[config.mk]
export PLATFORM = sky130hd
export DESIGN_NAME = cpu_bus_ctrl
export DESIGN_NICKNAME = d
export VERILOG_FILES = /design/src/rtl/cpu_bus_pkg.sv /design/src/rtl/cpu_bus_ctrl_ce_gen.sv /design/src/rtl/cpu_bus_ctrl.sv
export SDC_FILE = /design/constraint.sdc
export NUM_CORES = 1
export LEC_CHECK = 0
export ABC_AREA = 1
export CORE_ASPECT_RATIO = 1.1
export CORE_MARGIN = 1.5
export CORE_UTILIZATION = 44
export DETAILED_ROUTE_END_ITERATION = 8
export HOLD_SLACK_MARGIN = 0.02
export PLACE_DENSITY = 0.81
export SETUP_SLACK_MARGIN = 0.2
export SLEW_MARGIN = 25
export SYNTH_ARGS = -nofsm -noshare
export SYNTH_HDL_FRONTEND = slang
export SYNTH_SLANG_ARGS = --single-unit
[constraint.sdc]
create_clock -name clk -period 2.3 [get_ports clk]
set_clock_uncertainty 0.05 [all_clocks]
set_input_delay 0.575 -clock clk [delete_from_list [all_inputs] [get_ports clk]]
set_output_delay 0.575 -clock clk [all_outputs]
set_load 0.02 [all_outputs]
[src/rtl/cpu_bus_pkg.sv]
// Shared types and constants for the 6502 bus controller: sequencer states,
// reset-vector addresses/data and the read-source tags of the CPU read pipe.
package cpu_bus_pkg;

    typedef enum logic [1:0] {
        RST_HOLD = 2'd0,
        RUN      = 2'd1,
        LOAD     = 2'd2
    } bus_state_t;

    typedef enum logic [2:0] {
        SRC_ZERO = 3'd0,
        SRC_RAM  = 3'd1,
        SRC_LED  = 3'd2,
        SRC_VLO  = 3'd3,
        SRC_VHI  = 3'd4
    } rd_src_t;

    localparam logic [15:0] VEC_LO      = 16'hFFFC;
    localparam logic [15:0] VEC_HI      = 16'hFFFD;
    localparam logic [7:0]  VEC_LO_DATA = 8'h00;
    localparam logic [7:0]  VEC_HI_DATA = 8'hAA;

endpackage

[src/rtl/cpu_bus_ctrl_ce_gen.sv]
// CPU clock-enable generator: one single-clk cpu_ce pulse every CPU_DIV clks.
module cpu_ce_gen #(
    parameter int CPU_DIV = 1350000
) (
    input  logic clk,
    input  logic reset,
    output logic cpu_ce
);

    localparam int CW = (CPU_DIV > 2) ? $clog2(CPU_DIV) : 1;
    localparam logic [CW-1:0] DIV_LAST = CW'(CPU_DIV - 1);

    logic [CW-1:0] div_cnt;

    always_ff @(posedge clk) begin
        if (reset) begin
            div_cnt <= '0;
        end else if (div_cnt == DIV_LAST) begin
            div_cnt <= '0;
        end else begin
            div_cnt <= div_cnt + 1'b1;
        end
    end

    assign cpu_ce = (div_cnt == DIV_LAST);

endmodule

[src/rtl/cpu_bus_ctrl.sv]
// 6502 bus controller: reset/load sequencer, address decode onto RAM/LED/vector,
// and CPU-priority arbitration of the single-port program RAM with the UART loader.
module cpu_bus_ctrl
    import cpu_bus_pkg::*;
#(
    parameter int          CPU_DIV      = 1350000,
    parameter int          RESET_CYCLES = 3,
    parameter int          RAM_AW       = 9,
    parameter logic [15:0] RAM_BASE     = 16'hAA00,
    parameter logic [15:0] LED_ADDR     = 16'h4000
) (
    input  logic              clk,
    input  logic              reset,
    output logic              cpu_ce,
    output logic              cpu_reset,
    input  logic [15:0]       cpu_ab,
    input  logic              cpu_we,
    input  logic [7:0]        cpu_do,
    output logic [7:0]        cpu_di,
    output logic [RAM_AW-1:0] ram_addr,
    output logic              ram_we,
    output logic [7:0]        ram_wdata,
    input  logic [7:0]        ram_rdata,
    input  logic              ld_mode,
    input  logic              ld_req,
    input  logic              ld_we,
    input  logic [RAM_AW-1:0] ld_addr,
    input  logic [7:0]        ld_wdata,
    output logic              ld_gnt,
    output logic              ld_rvalid,
    output logic [7:0]        ld_rdata,
    output logic [5:0]        led
);

    localparam int RCW = (RESET_CYCLES > 1) ? $clog2(RESET_CYCLES + 1) : 1;
    localparam logic [RCW-1:0] RST_LAST = RCW'(RESET_CYCLES - 1);
    localparam logic [15:0]    RAM_MASK = 16'((32'd1 << RAM_AW) - 1);

    bus_state_t     state, state_nxt;
    logic [RCW-1:0] rst_cnt, rst_cnt_nxt;

    logic    cpu_acc, ram_hit, led_hit;
    logic    cpu_ram_wr;
    rd_src_t rd_src_p0;
    rd_src_t rd_src_p1;
    logic    rd_vld_p1;

    cpu_ce_gen #(
        .CPU_DIV (CPU_DIV)
    ) u_ce_gen (
        .clk    (clk),
        .reset  (reset),
        .cpu_ce (cpu_ce)
    );

    // Address decode; the RAM window wins if LED_ADDR ever overlaps it.
    assign ram_hit    = ((cpu_ab & ~RAM_MASK) == RAM_BASE);
    assign led_hit    = (cpu_ab == LED_ADDR);
    assign cpu_acc    = cpu_ce & (state != LOAD) & ~reset;
    assign cpu_ram_wr = cpu_acc & cpu_we & ram_hit;
    assign ld_gnt     = ld_req & ~cpu_ce & ~reset;

    always_comb begin
        ram_addr  = ld_addr;
        ram_we    = ld_gnt & ld_we;
        ram_wdata = ld_wdata;
        if (cpu_acc && ram_hit) begin
            ram_addr  = cpu_ab[RAM_AW-1:0];
            ram_we    = cpu_ram_wr;
            ram_wdata = cpu_do;
        end
    end

    always_comb begin
        if (ram_hit) begin
            rd_src_p0 = SRC_RAM;
        end else if (led_hit) begin
            rd_src_p0 = SRC_LED;
        end else if (cpu_ab == VEC_LO) begin
            rd_src_p0 = SRC_VLO;
        end else if (cpu_ab == VEC_HI) begin
            rd_src_p0 = SRC_VHI;
        end else begin
            rd_src_p0 = SRC_ZERO;
        end
    end

    // ---- p0 -> p1: CPU read issued on cpu_ce, RAM data arrives next clk ----
    always_ff @(posedge clk) begin
        if (reset) begin
            rd_vld_p1 <= 1'b0;
        end else begin
            rd_vld_p1 <= cpu_acc & ~cpu_we;
        end
    end

    always_ff @(posedge clk) begin
        rd_src_p1 <= rd_src_p0;
    end

    // ---- p1 -> cpu_di ----
    always_ff @(posedge clk) begin
        if (reset) begin
            cpu_di <= 8'h00;
        end else if (rd_vld_p1) begin
            case (rd_src_p1)
                SRC_RAM: cpu_di <= ram_rdata;
                SRC_LED: cpu_di <= {2'b00, ~led};
                SRC_VLO: cpu_di <= VEC_LO_DATA;
                SRC_VHI: cpu_di <= VEC_HI_DATA;
                default: cpu_di <= 8'h00;
            endcase
        end
    end

    always_ff @(posedge clk) begin
        if (reset) begin
            led <= 6'h3F;
        end else if (cpu_acc && cpu_we && led_hit && !ram_hit) begin
            led <= ~cpu_do[5:0];
        end
    end

    always_ff @(posedge clk) begin
        if (reset) begin
            ld_rvalid <= 1'b0;
        end else begin
            ld_rvalid <= ld_gnt & ~ld_we;
        end
    end

    assign ld_rdata = ld_rvalid ? ram_rdata : 8'h00;

    always_ff @(posedge clk) begin
        if (reset) begin
            state   <= RST_HOLD;
            rst_cnt <= '0;
        end else begin
            state   <= state_nxt;
            rst_cnt <= rst_cnt_nxt;
        end
    end

    always_comb begin
        state_nxt   = state;
        rst_cnt_nxt = rst_cnt;
        case (state)
            RST_HOLD: begin
                if (ld_mode) begin
                    state_nxt   = LOAD;
                    rst_cnt_nxt = '0;
                end else if (cpu_ce) begin
                    if (rst_cnt == RST_LAST) begin
                        state_nxt   = RUN;
                        rst_cnt_nxt = '0;
                    end else begin
                        rst_cnt_nxt = rst_cnt + 1'b1;
                    end
                end
            end
            RUN: begin
                if (ld_mode) begin
                    state_nxt = LOAD;
                end
            end
            LOAD: begin
                if (!ld_mode) begin
                    state_nxt   = RST_HOLD;
                    rst_cnt_nxt = '0;
                end
            end
            default: begin
                state_nxt   = RST_HOLD;
                rst_cnt_nxt = '0;
            end
        endcase
    end

    assign cpu_reset = (state != RUN);

endmodule

==> summary.txt, run 1 <==
Floorplanning
  • Die ar.: about 6300 sq um
  • Ports: 99
  • Initial Utilization: a little under half
  • Die Span X: between 70 and 80 um
  • Core Box Area: between 5000 and 6000 sq um
  • Row count: 28
  • Die height: slightly above 80 um

Power
  • Power Dens Cells: approximately 390 nW/um^2
  • Psw: roughly 0.46 mW
  • Switching share of power: between 20% and 30%
  • P_int: about 1.3 mW
  • Maximum vdd ir drop: 0.000290 V
  • Clock power share: a little over a third
  • Comb pwr share: 20.3%
  • Register share of total power: a little over two fifths
  • Leakage: between 1.5 and 2 nW

CTS
  • Clk_lat worst skew: ~0.31 ns
  • H-tree Lvls: 2
  • Clk sinks: 44
  • CTS clk-pin slew, worst paths: ~0.090 ns
  • Hold-fix buffers, CTS: 0
  • Worst-case clock buffer depth: 2
  • TritonCTS Buffers: 5
  • CTS tree: built
  • Root Driver: clkbuf_8

GRT
  • Overflow after GRT: 0
  • Number of antenna violations at the first check in global routing: 0
  • Largest net degree at the start of global routing: 23
  • GRT Resource Usage Total: 29.5%
  • Vias in the first global route: 3397
  • First-pass GRT wire length: 14.4 mm

Final layout
  • Fillers: ~330
  • Layout cells sized above 1: approximately 28%
  • Antenna cells: 0
  • Final net count: around 630
  • Seq. cell area: around 900 sq um
  • Finished layout cell area: 4540 sq um
  • Multi-input combinational cell area: roughly 1700 sq um
  • Area growth, synth to finish: 78.0%

Place
  • I/O Buffers: 98
  • Placer Congestion: 0.866
  • Post-Place Setup Slack: -0.916 ns
  • Placed Area: 4130 sq um
  • Detailed placement HPWL: 6.36 mm

Drt
  • Avg WL per Cell: 15.6 um
  • Detailed Route WL: around 10 mm
  • Drt pass-1 iters: 5
  • DRC viols: 0
  • Final ANT Viol Nets: 0
  • Vias: ~3400
  • Via/cell ratio: between 5 and 6
  • DRT iter0 DRCs: 250

STA
  • Post-layout minimum cycle time: about 2.6 ns
  • Worst setup margin: -0.287 ns
  • Final period utilization: 112%
  • Unrepaired setup endpoints after global routing: true
  • Setup violations, final: 19
  • Worst-margin pin slew: between 0.3 and 0.4 ns
  • Relative slew margins: 76.8%
  • Hold Vio Cnt, Final: 0
  • Max-slew violation total from the final report: 0
  • Fmax: roughly 390 MHz

Synthesis
  • Post-synthesis instance total: between 400 and 500
  • Top cell type's share of synthesized area: between 30% and 40%
  • Number of synthesized register bits: between 40 and 50
  • Top cells by area, synth: dfxtp_1 (35%), nand2_1 (19%), inv_1 (7.9%)
  • Leading area contributor after synthesis: dfxtp_1
  • Post-synthesis async set-or-reset flop share: 0%
  • Avg Inst Size Synth: between 6 and 7 sq um
  • Syn_nets: 460
  • Register area share after synthesis: 34.5%
  • Post-synth EDFFs: 0
  • Synth Flop Type: dfxtp_1
  • Post-synth cell types: 32
  • Mapped Area: about 2600 sq um
  • Yosys warning total: 0

Worst setup path
  • Worst setup SP type: primary input
  • CP Capture Type: primary output
  • Crit path kind: in -> out
  • Worst-path fanout max: 7
  • CP arrival: 1.96 ns
  • Critical Path RT: between 1.5 and 2 ns

Status
  • Outcome: finished with violations
  • Failing checks: negative setup slack

Worst hold path
  • Hold WC Path Type: reg -> reg

Run
  • Max-cap violations: 0
## worst paths after layout
path	startpoint	endpoint	slack (ns)	depth (start not counted)
max	cpu_ab[12]	ram_wdata[2]	-0.29	8
max reg2reg	u_ce_gen.div_cnt[1]	u_ce_gen.div_cnt[7]	0.62	9
min reg2reg	u_ce_gen.div_cnt[19]	u_ce_gen.div_cnt[19]	0.42	2
min	u_ce_gen.div_cnt[19]	u_ce_gen.div_cnt[19]	0.42	2
## sequential cells by signal (all words and copies together), names as in the netlist
signal and count:
led 6, u_ce_gen.div_cnt 21, state 2, rd_vld_p1 1
ld_rvalid 1, rd_src_p1 3, cpu_di 8, rst_cnt 2
## area by class of cell
| class | instances | share of cell area [%] |
|---|---|---|
| multi-input cells | 299 | 37.1 |
| repair buffers | 170 | 33.8 |
| flip-flops and latches | 44 | 19.6 |
| inverters | 55 | 4.82 |
| well taps | 75 | 2.07 |
| clock buffers | 6 | 1.82 |
| clock inverters | 2 | 0.854 |
## cell usage after synthesis (3+ instances only)
| cell | number |
|---|---|
| o211ai_1 | 3 |
| a21oi_1 | 21 |
| xor2_1 | 7 |
| nand2_1 | 126 |
| dfxtp_1 | 44 |
| nor2_1 | 51 |
| nand3_1 | 33 |
| nor3_1 | 10 |
| nand4_1 | 8 |
| o21ai_0 | 9 |
| o21ai_2 | 7 |
| inv_1 | 54 |
| clkbuf_1 | 4 |
## placed cells by master (no fill, tap or decap), types with 9 or more instances in the layout
cell type	netlist	final
nand3_1	33	31
a21oi_1	21	20
inv_1	54	51
dfxtp_1	44	37
buf_4	1	66
buf_6	2	23
clkdlybuf4s50_1	0	60
nor2_1	51	51
nand2_4	1	11
nor3_1	10	9
nand2_1	126	110
o21ai_0	9	9
## worst max-delay path: stages
cell and delay (ns):
dlygate4sd2_1 0.26, nor3_2 0.31, nand2b_4 0.14, clkinv_8 0.13, buf_6 0.14, nand3_1 0.12, nand2_1 0.11, buf_2 0.17
## power by group through the flow
| stage | sequential, mW | clock (mW) | combinational [mW] |
|---|---|---|---|
| global route | 0.786 | 0.665 | 0.384 |
| finish | 0.785 | 0.637 | 0.361 |
| floorplan | 0.802 | 0 | 0.116 |
| detailed placement | 0.803 | 0 | 0.330 |
| CTS | 0.785 | 0.637 | 0.339 |
| global placement | 0.802 | 0 | 0.321 |
## per-layer routing
metal | wire, um | GRT usage, %
met1 | 3730 | 30.1
met2 | 5350 | 53.0
met3 | 676 | 8.25
met4 | 365 | 14.1
met5 | 0 | 0
## timing repair
item	CTS	global route
endpoints found under the setup margin	30	25
buffers inserted	6	1
pin swaps	16	5
gates resized for setup	188	25
gates cloned	4	0
## cell families (layout without fill, tap and decap cells)
group	after synthesis	in the layout	synth area share [%]
and+or+nand+nor	247	250	42.9
xor gates and xnor gates	7	7	2.40
DFF	44	44	34.5
adders and majority gates	1	1	0.490
AOI/OAI and AO/OA	41	41	9.42
buffers and inverters	64	233	10.2
## through the flow
stage                     cells  util, %  TNS (ns)  hold WS (ns)  total power, mW
after global routing        651     82.6     -4.31         0.455             1.84
after floorplan             404        -         0         0.389            0.918
after detailed placement    632     75.1    -16.55         0.408             1.13
after global placement      632     75.1    -15.51         0.401             1.12
final                       651     82.6     -3.18         0.418             1.78
after CTS                   650     81.2     -1.24         0.420             1.76
(Power assumes the default switching activity.)
==> run 2, diff against run 1 <==
--- a/config.mk
+++ b/config.mk
@@ -9,6 +9,7 @@
 export CORE_ASPECT_RATIO = 1.1
 export CORE_MARGIN = 1.5
 export CORE_UTILIZATION = 44
+export CTS_CLUSTER_SIZE = 24
 export DETAILED_ROUTE_END_ITERATION = 8
 export HOLD_SLACK_MARGIN = 0.02
 export PLACE_DENSITY = 0.81
==> constraint.sdc (replaced) <==
create_clock -name clk -period 2.3 [get_ports clk]
set_clock_uncertainty 0.05 [all_clocks]
set_input_delay 0.46 -clock clk [delete_from_list [all_inputs] [get_ports clk]]
set_output_delay 0.46 -clock clk [all_outputs]
set_load 0.02 [all_outputs]
==> run 2 against run 1 <==
  * The flow still finishes with violations (negative setup slack)
  * Clock power decreased by 7.4%
  * Non-clock buffer count decreased by 15
  * Power decreased by 4.8%
  * Utilization decreased by 3.1 points
  * Sequential cell count unchanged
==> summary.txt, run 2 (synthesis results as in run 1) <==
Status
  • Outcome: finished with violations
  • Failing checks: negative setup slack

Place
  • Post-Place Setup Slack: -0.622 ns
  • Detailed placement HPWL: 6.07 mm
  • Placer Congestion: slightly above 0.8
  • I/O Buffers: 98

Worst setup path
  • Worst path most repeated cell: buf_6
  • Crit-path max cell delay: around 0.36 ns
  • Worst-path fanout max: 7
  • CP max stage cell: dfxtp_2
  • Critical Path RT: 1.79 ns
  • Worst-path cell chain: ha_4, nand3_4, nor2_4, nand3_4, nor2_8, buf_6, buf_6, nand3_1, nand2_1, buf_6
  • Worst setup SP type: flip-flop
  • Crit path kind: reg -> out
  • CP Capture Type: primary output
  • CP arrival: roughly 1.9 ns

STA
  • Hold Vio Cnt, Final: 0
  • Relative slew margins: around three quarters
  • Worst-margin pin slew: between 0.3 and 0.4 ns
  • Worst setup margin: -0.105 ns
  • Fmax: between 400 and 500 MHz
  • Max-slew violation total from the final report: 0
  • Final period utilization: 105%
  • Unrepaired setup endpoints after global routing: true
  • Setup violations, final: 12
  • Post-layout minimum cycle time: about 2.4 ns

GRT
  • GRT Resource Usage Total: around 28%
  • Overflow after GRT: 0
  • Number of antenna violations at the first check in global routing: 0
  • First-pass GRT wire length: roughly 14 mm
  • Vias in the first global route: 3215
  • Largest net degree at the start of global routing: 23

Drt
  • Vias: about 3300
  • DRC viols: 0
  • Detailed Route WL: roughly 9.4 mm
  • Final ANT Viol Nets: 0
  • DRT iter0 DRCs: approximately 220
  • Drt pass-1 iters: 5
  • Via/cell ratio: 5.23
  • Avg WL per Cell: 14.9 um

Floorplanning
  • Die ar.: 6260 sq um
  • Ports: 99
  • Die height: 82.9 um
  • Initial Utilization: 46.4%
  • Core Box Area: between 5000 and 6000 sq um
  • Die Span X: approximately 76 um
  • Row count: 28

CTS
  • Clk sinks: 44
  • TritonCTS Buffers: 5
  • Root Driver: clkbuf_8
  • Hold-fix buffers, CTS: 0
  • Clk_lat worst skew: 0.30 ns
  • Worst-case clock buffer depth: 2
  • CTS tree: built
  • CTS clk-pin slew, worst paths: 0.08 ns
  • H-tree Lvls: 2

Power
  • Maximum vdd ir drop: 0.000225 V
  • Power Dens Cells: 389 nW/um^2
  • Leakage: between 1.5 and 2 nW
  • Total power draw: 1.70 mW

Final layout
  • Antenna cells: 0
  • Area growth, synth to finish: 71.3%
  • Most common cell after layout, fill and taps aside: nand2_1
  • Layout cells sized above 1: 25.3%
  • Fillers: 366
  • Multi-input combinational cell area: ~1600 sq um
  • Most frequent cells in the layout: nand2_1 (108), clkdlybuf4s50_1 (62), buf_4 (52)
  • Seq. cell area: 887 sq um
  • Max FFs per register: 21
  • Largest regs: u_ce_gen.div_cnt: 21 flops, cpu_di: 8 flops, led: 6 flops
  • Final net count: 616
  • Top reg by flops: u_ce_gen.div_cnt

Run
  • Max-cap violations: 0

Worst hold path
  • Hold WC Path Type: reg -> reg
==> run 2: cell types whose count changed in the layout (fill, tap and decap cells not counted), sizes merged <==
cell	change
clkbuf	-2
buf	-18
inv	+1
clkdlybuf4s50	+2
clkdlybuf4s15	-5
dlygate4sd2	+9
clkinv	-1
dlymetal6s2s	-1
==> run 2: timing repair <==
item,4_1_cts,5_1_grt
endpoints found under the setup margin,29,20
setup buffers,7,2
resized for setup,150,40
gates cloned,3,1
pin swaps,14,7
==> run 2: per-layer routing <==
| metal | part of all wire (%) | up-vias | track usage [%] |
|---|---|---|---|
| met1 | 36 | 1536 | 30.2 |
| li1 | - | 1588 | - |
| met5 | 0 | - | 0 |
| met4 | 3.9 | 0 | 11.2 |
| met2 | 54 | 169 | 49.9 |
| met3 | 6.7 | 35 | 5.70 |
==> run 2: power breakdown <==
part	switching, mW	total, mW	leakage [nW]	internal [mW]
Clock	0.268	0.590	0.0552	0.322
Sequential	0.0113	0.784	0.358	0.773
Combinational	0.151	0.324	1.51	0.172
==> run 2: area by class of cell <==
| type | instances | share of cell area [%] |
|---|---|---|
| Tap cell | 75 | 2.15 |
| Clock buffer | 6 | 1.66 |
| Multi-Input combinational cell | 299 | 37.3 |
| Timing Repair Buffer | 155 | 32.9 |
| Inverter | 55 | 4.90 |
| Sequential cell | 44 | 20.3 |
| Clock inverter | 2 | 0.802 |
==> run 2: final timing paths <==
path,start,end,slack [ns],depth (start not counted)
max,u_ce_gen.div_cnt[0],ram_wdata[5],-0.11,10
min reg2reg,u_ce_gen.div_cnt[19],u_ce_gen.div_cnt[19],0.42,2
max reg2reg,u_ce_gen.div_cnt[0],led[5],0.31,13
min,u_ce_gen.div_cnt[19],u_ce_gen.div_cnt[19],0.42,2
==> run 2: metrics by stage <==
stage	std cells	util [%]	hold WS, ns	TNS (ns)	instance area, sq um
2_1_floorplan	404	-	0.389	0	2550
3_3_place_gp	615	71.3	0.399	-9.98	3920
3_5_place_dp	615	71.3	0.411	-10.50	3920
4_1_cts	633	76.5	0.422	0	4210
5_1_grt	636	79.4	0.447	-1.49	4370
6_report	636	79.4	0.422	-0.339	4370
==> run 2: critical path: cells and delay by family (launching register included) <==
kind          cells  cell delay [ns]
simple gates      6             0.69
buf+inv           3             0.40
flops             1             0.36
fa+ha+maj         1             0.15
==> run 3, diff against run 2 <==
--- a/config.mk
+++ b/config.mk
@@ -5,14 +5,13 @@
 export SDC_FILE = /design/constraint.sdc
 export NUM_CORES = 1
 export LEC_CHECK = 0
-export ABC_AREA = 1
 export CORE_ASPECT_RATIO = 1.1
 export CORE_MARGIN = 1.5
-export CORE_UTILIZATION = 44
+export CORE_UTILIZATION = 47
 export CTS_CLUSTER_SIZE = 24
 export DETAILED_ROUTE_END_ITERATION = 8
 export HOLD_SLACK_MARGIN = 0.02
-export PLACE_DENSITY = 0.81
+export PLACE_DENSITY = 0.86
 export SETUP_SLACK_MARGIN = 0.2
 export SLEW_MARGIN = 25
 export SYNTH_ARGS = -nofsm -noshare
==> constraint.sdc (replaced) <==
create_clock -name clk -period 3.05 [get_ports clk]
set_clock_uncertainty 0.05 [all_clocks]
set_input_delay 0.61 -clock clk [delete_from_list [all_inputs] [get_ports clk]]
set_output_delay 0.61 -clock clk [all_outputs]
set_load 0.02 [all_outputs]
==> run 3 against run 2 <==
  * The flow finishes with violations (design-rule violations)
  * First-iteration DRC count decreased by 38%
  * Utilization decreased by 2.4 points
  * Synthesized cell count decreased by 34%
  * Synthesized area decreased by 4.8%
  * Sequential power decreased by 26%
  * Via count decreased by 24%
  * Worst hold slack got worse by 0.0094 ns
  * Largest cell class unchanged
==> summary.txt, run 3 <==
Status
  • Outcome: finished with violations
  • Failing checks: design-rule violations

GRT
  • GRT Resource Usage Total: between 20% and 30%
  • Vias in the first global route: approximately 2400
  • First-pass GRT wire length: 11.8 mm
  • Number of antenna violations at the first check in global routing: 0
  • Overflow after GRT: 0
  • Largest net degree at the start of global routing: 22

CTS
  • CTS tree: built
  • Clk_lat worst skew: around 0.30 ns
  • Worst-case clock buffer depth: 2
  • H-tree Lvls: 2
  • TritonCTS Buffers: 5
  • Clk sinks: 44
  • Hold-fix buffers, CTS: 0
  • CTS clk-pin slew, worst paths: approximately 0.070 ns
  • Root Driver: clkbuf_8

Final layout
  • Max FFs per register: 21
  • Seq. cell area: slightly below 900 sq um
  • Antenna cells: 0
  • Final net count: 450
  • Fillers: about 360
  • Area growth, synth to finish: 58.6%
  • Most common cell after layout, fill and taps aside: clkdlybuf4s50_1
  • Most frequent cells in the layout: clkdlybuf4s50_1 (78), dfxtp_1 (42), nor2_1 (29)
  • Layout Cells excl Fill: 452
  • Largest regs: u_ce_gen.div_cnt: 21 flops, cpu_di: 8 flops, led: 6 flops
  • Layout cells sized above 1: between 20% and 30%
  • Multi-input combinational cell area: around 1500 sq um
  • Finished layout cell area: a little under 4000 sq um
  • Top reg by flops: u_ce_gen.div_cnt

Power
  • P_int: approximately 0.86 mW
  • Maximum vdd ir drop: around 0.00027 V
  • Register share of total power: between 50% and 60%
  • Switching share of power: between 20% and 30%
  • Comb pwr share: between 10% and 20%
  • Psw: between 0.2 and 0.3 mW
  • Clock power share: between 30% and 40%
  • Leakage: approximately 1.5 nW
  • Power Dens Cells: 293 nW/um^2

Synthesis
  • Mapped Area: 2430 sq um
  • Syn_nets: between 300 and 400
  • Commonest cells post-synth: dfxtp_1 (44), nor2_1 (31), a21oi_1 (19), nand2_1 (12)
  • Post-synth cell types: slightly above 50
  • Post-synth EDFFs: 0
  • Main combinational cell family by area after synthesis: simple AND/OR/NAND/NOR gates
  • Post-synthesis instance total: roughly 270
  • Synth Flop Type: dfxtp_1
  • Adder-cell share of the synthesized area: less than 1%
  • Count leader, synth: dfxtp_1
  • Top cell type's share of synthesized area: a little over a third
  • Yosys warning total: 0
  • Leading area contributor after synthesis: dfxtp_1
  • Number of synthesized register bits: 44
  • Avg Inst Size Synth: 9.07 sq um
  • Top cells by area, synth: dfxtp_1 (36%), mux2_4 (5.6%), nor2_1 (4.8%)
  • Synth Area in Compound Gates: a little over a tenth
  • Post-synthesis async set-or-reset flop share: 0%
  • Register area share after synthesis: 36.3%
  • Synth Area in Simple Gates: around a third
  • Post-synthesis mux area share: between 10 and 15%
  • XOR/XNOR Fraction of Synth Area: 4.33%

STA
  • Fmax: 331 MHz
  • Worst-margin pin slew: 0.475 ns
  • Post-layout minimum cycle time: about 3.0 ns
  • Max-slew violation total from the final report: 0
  • Relative slew margins: between 60% and 70%
  • Worst setup margin: 0.0288 ns
  • Unrepaired setup endpoints after global routing: true
  • Hold Vio Cnt, Final: 0
  • Final period utilization: between 90% and 100%
  • Setup TNS Final: 0 ns
  • Setup violations, final: 0

Worst setup path
  • Worst setup SP type: primary input
  • CP arrival: about 2.4 ns
  • Critical Path RT: 2.39 ns
  • CP Capture Type: primary output
  • Worst-path fanout max: 7
  • Crit path kind: in -> out

Drt
  • DRT iter0 DRCs: roughly 130
  • DRC viols: 8
  • Via/cell ratio: roughly 5.6
  • Avg WL per Cell: 16.7 um
  • Final ANT Viol Nets: 0
  • Vias: roughly 2500
  • Detailed Route WL: ~7.6 mm
  • Drt pass-1 iters: 8

Floorplanning
  • Die height: between 70 and 80 um
  • Die ar.: roughly 5600 sq um
  • Ports: a little under 100
  • Initial Utilization: between 40% and 50%
  • Die Span X: between 70 and 80 um
  • Row count: 27
  • Core Box Area: 5000 sq um

Place
  • Placed instance count: about 440
  • Post-Place Setup Slack: -0.296 ns
  • I/O Buffers: 98
  • Placer Congestion: 0.817
  • Placed Area: around 3600 sq um
  • Detailed placement HPWL: approximately 5.5 mm

Run
  • Max-cap violations: 0

Worst hold path
  • Hold WC Path Type: reg -> reg
-- run 3: cell types whose count changed after synthesis, sizes merged, moves of 6 or more --
cell    change
nand2     -117
inv        -48
nand3      -25
nor2       -23
mux2       +17
o21ai      -14
and2       +12
nor2b       +8
nor3        -8
or4         +8
mux2i       +7
nand2b      +7
and4        +6
nor4        +6
-- run 3: worst paths after layout --
path                        start                   to  slack [ns]  depth (start not counted)
max reg2reg  u_ce_gen.div_cnt[17]  u_ce_gen.div_cnt[5]        0.80                          8
max                    cpu_ab[11]         ram_wdata[1]        0.03                          7
min           u_ce_gen.div_cnt[0]  u_ce_gen.div_cnt[0]        0.41                          1
min reg2reg   u_ce_gen.div_cnt[0]  u_ce_gen.div_cnt[0]        0.41                          1
-- run 3: repair_timing --
action,in CTS,in global routing
pin swaps,5,7
endpoints found under the setup margin,20,20
gates resized for setup,124,15
buffers inserted,2,4
cloned,1,0
-- run 3: layer usage --
metal | track usage, % | wire (um) | up-vias
met4 | 6.79 | 100 | 0
met5 | 0 | 0 | -
li1 | - | - | 1238
met2 | 51.6 | 4170 | 80
met1 | 28.5 | 2840 | 1210
met3 | 6.03 | 438 | 11
-- run 3: critical path, cell delays in order --
cell and delay, ns:
clkdlybuf4s50_1 0.53, and4_1 0.24, and2_4 0.16, nand4_4 0.15, clkbuf_16 0.22, mux2_4 0.30, buf_6 0.13
-- run 3: metrics by stage --
stage,total power [mW],util (%),hold WS [ns]
floorplan,0.659,-,0.376
global placement,0.782,72.3,0.389
detailed placement,0.784,72.3,0.401
CTS,1.13,75.5,0.418
global route,1.17,77.1,0.449
finish,1.13,77.1,0.413
-- run 3: cells by family (layout without fill, tap and decap cells) --
| logic type | after synthesis | in the layout |
|---|---|---|
| compound gates | 40 | 40 |
| xor+xnor | 12 | 12 |
| fa+ha+maj | 1 | 1 |
| buf+inv | 15 | 141 |
| flops | 44 | 44 |
| mux | 24 | 24 |
| simple gates | 132 | 132 |
-- run 3: cell type report --
type / instances / share of cell area, %
multi-input cells: 209 / 39.7
repair buffers: 127 / 32.8
flip-flops and latches: 44 / 22.9
clock buffers: 6 / 1.88
well taps: 58 / 1.88
inverters: 7 / 0.682
clock inverters: 1 / 0.130
-- run 3: power by group through the flow --
| stage | combinational, mW | clock [mW] | sequential, mW |
|---|---|---|---|
| after floorplan | 0.0619 | 0 | 0.597 |
| after global placement | 0.185 | 0 | 0.596 |
| after detailed placement | 0.188 | 0 | 0.597 |
| after CTS | 0.195 | 0.350 | 0.583 |
| after global routing | 0.211 | 0.380 | 0.584 |
| final | 0.201 | 0.344 | 0.583 |
